`src/rtl/keccak800_pkg.sv`:
```
// Shared constants and types for the Keccak-f[800] round-constant sequencer.
package keccak800_pkg;

  localparam int         KECCAK_NROUNDS = 22;
  localparam int         KECCAK_LANE_W  = 32;
  localparam logic [7:0] LFSR_INIT      = 8'h01;
  localparam int         RC_NBITS       = 6;

  typedef enum logic [1:0] {
    ST_IDLE,
    ST_RUN,
    ST_DONE
  } seq_state_t;

  // Lane bit positions (2^j)-1 that carry LFSR window bit j.
  localparam int RC_POS [RC_NBITS] = '{0, 1, 3, 7, 15, 31};

  // Which window bit drives lane bit b, or -1 if lane bit b is always zero.
  function automatic int rc_src(input int b);
    rc_src = -1;
    for (int j = 0; j < RC_NBITS; j++) begin
      if (RC_POS[j] == b) rc_src = j;
    end
  endfunction

endpackage

```
`src/rtl/keccak_rc_sequencer_if.sv`:
```
// Handshake bundle between the round-constant sequencer and its controller/datapath.
interface keccak_rc_sequencer_if #(
  parameter int LANE_W = keccak800_pkg::KECCAK_LANE_W
);
  logic              start;
  logic              ready;
  logic              rc_valid;
  logic              rc_ready;
  logic [LANE_W-1:0] rc;
  logic [4:0]        round_idx;
  logic              last;
  logic              done;

  modport master (
    output start, rc_ready,
    input  ready, rc_valid, rc, round_idx, last, done
  );

  modport slave (
    input  start, rc_ready,
    output ready, rc_valid, rc, round_idx, last, done
  );
endinterface

```
`src/rtl/keccak_next_round.sv`:
```
// Advances the 8-bit rc window by one round (seven LFSR steps).
module keccak_next_round (
  input  logic [7:0] cur,
  output logic [7:0] nxt
);
  // Window bit k holds rc(t+k); the sequence obeys
  // rc(t+8) = rc(t) ^ rc(t+4) ^ rc(t+5) ^ rc(t+6).
  logic [7:0] win;

  always_comb begin
    win = cur;
    for (int i = 0; i < 7; i++) begin
      win = {win[0] ^ win[4] ^ win[5] ^ win[6], win[7:1]};
    end
    nxt = win;
  end
endmodule

```
`src/rtl/keccak_rc_sequencer.sv`:
```
// Keccak-f[800] iota round-constant sequencer: IDLE -> RUN (one rc per round) -> DONE.
// Define KECCAK_RC_STALL_EN to honour rc_ready; otherwise one round is issued per cycle.
module keccak_rc_sequencer
  import keccak800_pkg::*;
#(
  parameter int NROUNDS = keccak800_pkg::KECCAK_NROUNDS,
  parameter int LANE_W  = keccak800_pkg::KECCAK_LANE_W
) (
  input logic                  clk,
  input logic                  rst_n,
  keccak_rc_sequencer_if.slave bus
);

  localparam logic [4:0] LAST_IDX = 5'(NROUNDS - 1);

  seq_state_t        state_q, state_d;
  logic [4:0]        round_q, round_d;
  logic [7:0]        lfsr_q, lfsr_d, lfsr_next;
  logic              adv_ready;
  logic              ready_w, rc_valid_w, done_w;
  logic [LANE_W-1:0] rc_w;

`ifdef KECCAK_RC_STALL_EN
  assign adv_ready = bus.rc_ready;
`else
  logic unused_rc_ready;
  assign unused_rc_ready = bus.rc_ready;
  assign adv_ready       = 1'b1;
`endif

  keccak_next_round u_next_round (
    .cur (lfsr_q),
    .nxt (lfsr_next)
  );

  // NOTE: sequential state uses non-blocking assignments so every register
  // samples the values from before the edge, independent of block order.
  always_ff @(posedge clk or negedge rst_n) begin
    if (!rst_n) begin
      state_q <= ST_IDLE;
      round_q <= '0;
      lfsr_q  <= LFSR_INIT;
    end else begin
      state_q <= state_d;
      round_q <= round_d;
      lfsr_q  <= lfsr_d;
    end
  end

  // NOTE: every output of this block gets a default first; a path that
  // leaves one unassigned would infer a latch.
  always_comb begin
    state_d    = state_q;
    round_d    = round_q;
    lfsr_d     = lfsr_q;
    ready_w    = 1'b0;
    rc_valid_w = 1'b0;
    done_w     = 1'b0;
    unique case (state_q)
      ST_IDLE: begin
        ready_w = 1'b1;
        if (bus.start) begin
          state_d = ST_RUN;
          round_d = '0;
          lfsr_d  = LFSR_INIT;
        end
      end
      ST_RUN: begin
        rc_valid_w = 1'b1;
        if (adv_ready) begin
          if (round_q == LAST_IDX) begin
            state_d = ST_DONE;
          end else begin
            round_d = round_q + 5'd1;
            lfsr_d  = lfsr_next;
          end
        end
      end
      ST_DONE: begin
        done_w  = 1'b1;
        state_d = ST_IDLE;
      end
      default: state_d = ST_IDLE;
    endcase
  end

  // Only lane bits (2^j)-1 are populated; the rest of the lane is zero.
  for (genvar b = 0; b < LANE_W; b++) begin : g_rc
    if (rc_src(b) >= 0) begin : g_tap
      assign rc_w[b] = lfsr_q[rc_src(b)];
    end else begin : g_zero
      assign rc_w[b] = 1'b0;
    end
  end

  assign bus.ready     = ready_w;
  assign bus.rc_valid  = rc_valid_w;
  assign bus.done      = done_w;
  assign bus.rc        = rc_w;
  assign bus.round_idx = round_q;
  assign bus.last      = rc_valid_w && (round_q == LAST_IDX);

endmodule

```
`src/flat_wrapper.sv`:
```
// flat-port wrapper written by rule: the top's interface ports become plain ports
module keccak_rc_sequencer_flat import keccak800_pkg::*;
#(
  parameter int NROUNDS = keccak800_pkg::KECCAK_NROUNDS,
  parameter int LANE_W  = keccak800_pkg::KECCAK_LANE_W
)
  (clk, rst_n, bus_start, bus_rc_ready, bus_ready, bus_rc_valid, bus_rc, bus_round_idx, bus_last, bus_done);
  keccak_rc_sequencer_if #(.LANE_W(LANE_W)) bus_i ();
  input logic clk;
  input logic rst_n;
  input wire logic [$bits(bus_i.start)-1:0] bus_start;
  input wire logic [$bits(bus_i.rc_ready)-1:0] bus_rc_ready;
  output wire logic [$bits(bus_i.ready)-1:0] bus_ready;
  output wire logic [$bits(bus_i.rc_valid)-1:0] bus_rc_valid;
  output wire logic [$bits(bus_i.rc)-1:0] bus_rc;
  output wire logic [$bits(bus_i.round_idx)-1:0] bus_round_idx;
  output wire logic [$bits(bus_i.last)-1:0] bus_last;
  output wire logic [$bits(bus_i.done)-1:0] bus_done;
  assign bus_i.start = bus_start;
  assign bus_i.rc_ready = bus_rc_ready;
  assign bus_ready = bus_i.ready;
  assign bus_rc_valid = bus_i.rc_valid;
  assign bus_rc = bus_i.rc;
  assign bus_round_idx = bus_i.round_idx;
  assign bus_last = bus_i.last;
  assign bus_done = bus_i.done;
  keccak_rc_sequencer #(.NROUNDS(NROUNDS), .LANE_W(LANE_W)) u_core (.clk(clk), .rst_n(rst_n), .bus(bus_i));
endmodule
```
`config.mk`:
```
export PLATFORM = sky130hd
export DESIGN_NAME = keccak_rc_sequencer_flat
export DESIGN_NICKNAME = d
export VERILOG_FILES = /design/src/rtl/keccak800_pkg.sv /design/src/rtl/keccak_rc_sequencer_if.sv /design/src/rtl/keccak_next_round.sv /design/src/rtl/keccak_rc_sequencer.sv /design/src/flat_wrapper.sv
export SDC_FILE = /design/constraint.sdc
export NUM_CORES = 1
export LEC_CHECK = 0
export ABC_AREA = 1
export BUFFER_PORTS_ARGS = -buffer_cell sky130_fd_sc_hd__buf_4
export CAP_MARGIN = 0
export CORE_MARGIN = 3
export CORE_UTILIZATION = 44
export DETAILED_ROUTE_END_ITERATION = 6
export PLACE_DENSITY = 0.75
export SLEW_MARGIN = 20
export SYNTH_ARGS = -nofsm -noshare
export SYNTH_HDL_FRONTEND = slang
export SYNTH_SLANG_ARGS = --single-unit
```
`constraint.sdc`:
```
create_clock -name clk -period 1.3 [get_ports clk]
set_input_delay 0.26 -clock clk [delete_from_list [all_inputs] [get_ports clk]]
set_output_delay 0.26 -clock clk [all_outputs]
set_load 0.05 [all_outputs]
```
==> flow_summary.yaml <==
run:
  cap_viol_max_count: 0
synthesis:
  syn_inst: 169
  synth_top_area_share: 0.279
  synth_top_area_cell: "dfrtp_1"
  synth.area.top_cells: "dfrtp_1 28%, buf_4 19%, nand2_1 12%, nand3_1 5.6%, nand2_2 5.0%"
  ys_ff_latch: 15
  post-synth-top-count-cell: "nand2_1"
  ys_types: 25
  synth_ff_type: "dfrtp_1"
  syn-cell-area_um2: 1250
  yosysSeqAreaShare: 0.300
  synth_area_per_cell_um2: 7.42
  synth_warnings: 0
  synthTopCellsByCount: "39 x nand2_1, 32 x buf_4, 15 x inv_1, 14 x dfrtp_1, 14 x nand3_1"
  synth_edf_count: 0
  synthArstFlopShare: 1.00
clocking:
  h-tree-depth: 1
  cts_tree: "done"
  clkLatencyLatePin_ps: 300
  clkSlewWorstSetupHoldPaths_ps: 100
  numCtsBuffers: 3
  clk_path_buf_depth: 2
  clock-root-buffer: "clkbuf_4"
  clock-sinks: 15
setup_path:
  arrival_ps: 1420
  r2r_cells: 9
  critical_path_class: "flop to primary output"
  critical-path-max-stage-delay_ps: 430
  worstSetupEndpointType: "primary output"
  crit_buf_inv: 2
  r2r-end: "u_core.lfsr_q[1]"
  path_max_fanout: 2
  crit_required_ps: 1040
  cp_top_family: "flip-flops"
  rrSetupSlack_ps: -340
  regToRegStartpoint: "u_core.bus.round_idx[1]"
  slowest_stage: "dfrtp_2"
  cp_cell_sequence: "inv_2 -> ha_4 -> nand4_1 -> nor3_4 -> buf_6"
  critPathLaunchType: "flop"
global_route:
  antenna_found_initial: 0
  grtUsageTotal: 0.204
  grt_max_degree: 16
  grt_first_pass_wirelength_um: 5430
  grt_pass1_vias: 1152
  gr-total-overflow: 0
detailed_routing:
  drtAntennaViolNets: 0
  routed_wl_um: 3670
  drc: 0
  vias: 1245
  via_per_inst: 5.04
  drt_iter0_markers: 77
  drt_first_pass_iters: 4
  wl_per_cell_um: 14.9
timing:
  finClkSkew_ps: 9.99
  finalSetupTns_ps: -4180
  fin_crit_ps: 1680
  min_period_over_period: 1.29
  setup_ws_ps: -379
  final-hold-violation-count: 0
  fmax_mhz: 595
  setup_viol: 21
  rsz0062_at_grt: "yes"
  slew_violations: 0
floorplanning:
  ios: 45
  fp.coreArea_um2: 2590
  die_h_um: 59.4
  die_w_um: 59.4
  num_rows: 18
  initial_core_util: 0.484
  die_area_um2: 3530
finish:
  fin_nets: 224
  drive_gt1_frac: 0.456
  final_util: 0.691
  n_fill_cell: 184
  insertedDiodeCount: 0
  fin_cells: 247
  area_growth_pct: 42.8
placed_design:
  portBuffers: 17
  dp_cells: 232
  dpl.hpwl_um: 2160
  gp_congestion: 0.968
  dp_slack_ps: -223
outcome:
  outcome: "complete, but fails checks"
  violations: "setup timing"
min_path:
  hold_end: "u_core.bus.round_idx[2]"
  hold_path.class: "primary input to flop"
  hold_depth: 4
  hold_start: "bus_start"
==> final cells by class <==
class | instances | area, um2 | area share
clock inverters | 1 | 5.00 | 0.00280
multi-input cells | 127 | 763 | 0.426
flip-flops and latches | 15 | 383 | 0.214
clock buffers | 3 | 22.5 | 0.0126
inverters | 19 | 73.8 | 0.0412
well taps | 30 | 37.5 | 0.0210
repair buffers | 52 | 505 | 0.282
==> how the worst max path moves through the flow <==
stage	depth (start not counted)	start	slack, ps	to
final	5	u_core.bus.round_idx[1]	-380	bus_last
after floorplan	4	u_core.bus.round_idx[1]	-410	bus_last
after CTS	5	u_core.bus.round_idx[1]	-390	bus_last
after detailed placement	8	u_core.bus.round_idx[0]	-220	u_core.bus.round_idx[4]
after global placement	5	u_core.bus.round_idx[1]	-160	bus_last
after global routing	11	u_core.lfsr_q[0]	-460	u_core.lfsr_q[6]
==> layout by cell type, fill, tap and decap left out, types with 5 or more instances in the layout <==
cell type,count
buf_6,22
buf_4,25
inv_1,11
conb_1,26
nand3_1,14
dfrtp_2,5
nand2_1,38
dfrtp_1,9
inv_2,7
nand2_2,10
==> sequential cells by signal, indices dropped and copies added (netlist names) <==
name / flops
u_core.lfsr_q: 8
u_core.state_q: 2
u_core.bus.round_idx: 5
==> logic make-up (layout without fill, tap and decap cells) <==
logic type | Yosys count | after routing | synth area share
flip-flops | 15 | 15 | 0.300
XOR/XNOR | 8 | 8 | 0.0559
other | 1 | 26 | 0.00299
AO/OA/AOI/OAI | 10 | 10 | 0.0459
buffers and inverters | 52 | 75 | 0.257
adder cells (fa/ha/maj) | 2 | 2 | 0.0200
AND/OR/NAND/NOR | 81 | 81 | 0.317
==> per-stage QoR <==
step | cell area [um2] | hold WS (ps)
floorplan | 1390 | -35.6
global placement | 1480 | 123
detailed placement | 1480 | 129
CTS | 1720 | 290
global route | 1790 | 318
finish | 1790 | 309
==> worst register-to-register path: stages, from the launching register on <==
cell and delay, ps:
dfrtp_2 430, inv_2 70, ha_4 120, nand4_1 160, buf_4 210, nand2_8 90, buf_6 100, inv_1 120
nand2_1 110, o21ai_0 110
==> routing by layer <==
| metal | track usage | share of wire | vias up |
|---|---|---|---|
| li1 | - | - | 572 |
| met3 | 0.0414 | 0.080 | 20 |
| met4 | 0.0680 | 0.035 | 0 |
| met2 | 0.382 | 0.54 | 78 |
| met1 | 0.225 | 0.34 | 575 |
| met5 | 0 | 0 | - |
==> timing repair <==
| action | in CTS | in global routing |
|---|---|---|
| setup endpoints to repair | 24 | 25 |
| pin swaps | 6 | 3 |
| cloned | 0 | 0 |
| hold buffers | 1 | 0 |
| setup buffers | 7 | 3 |
| hold endpoints to repair | 14 | 0 |
| gates resized for setup | 39 | 12 |
Power is not shown: default switching activity piles up to over one toggle a cycle in this logic, so the estimate is an artifact.
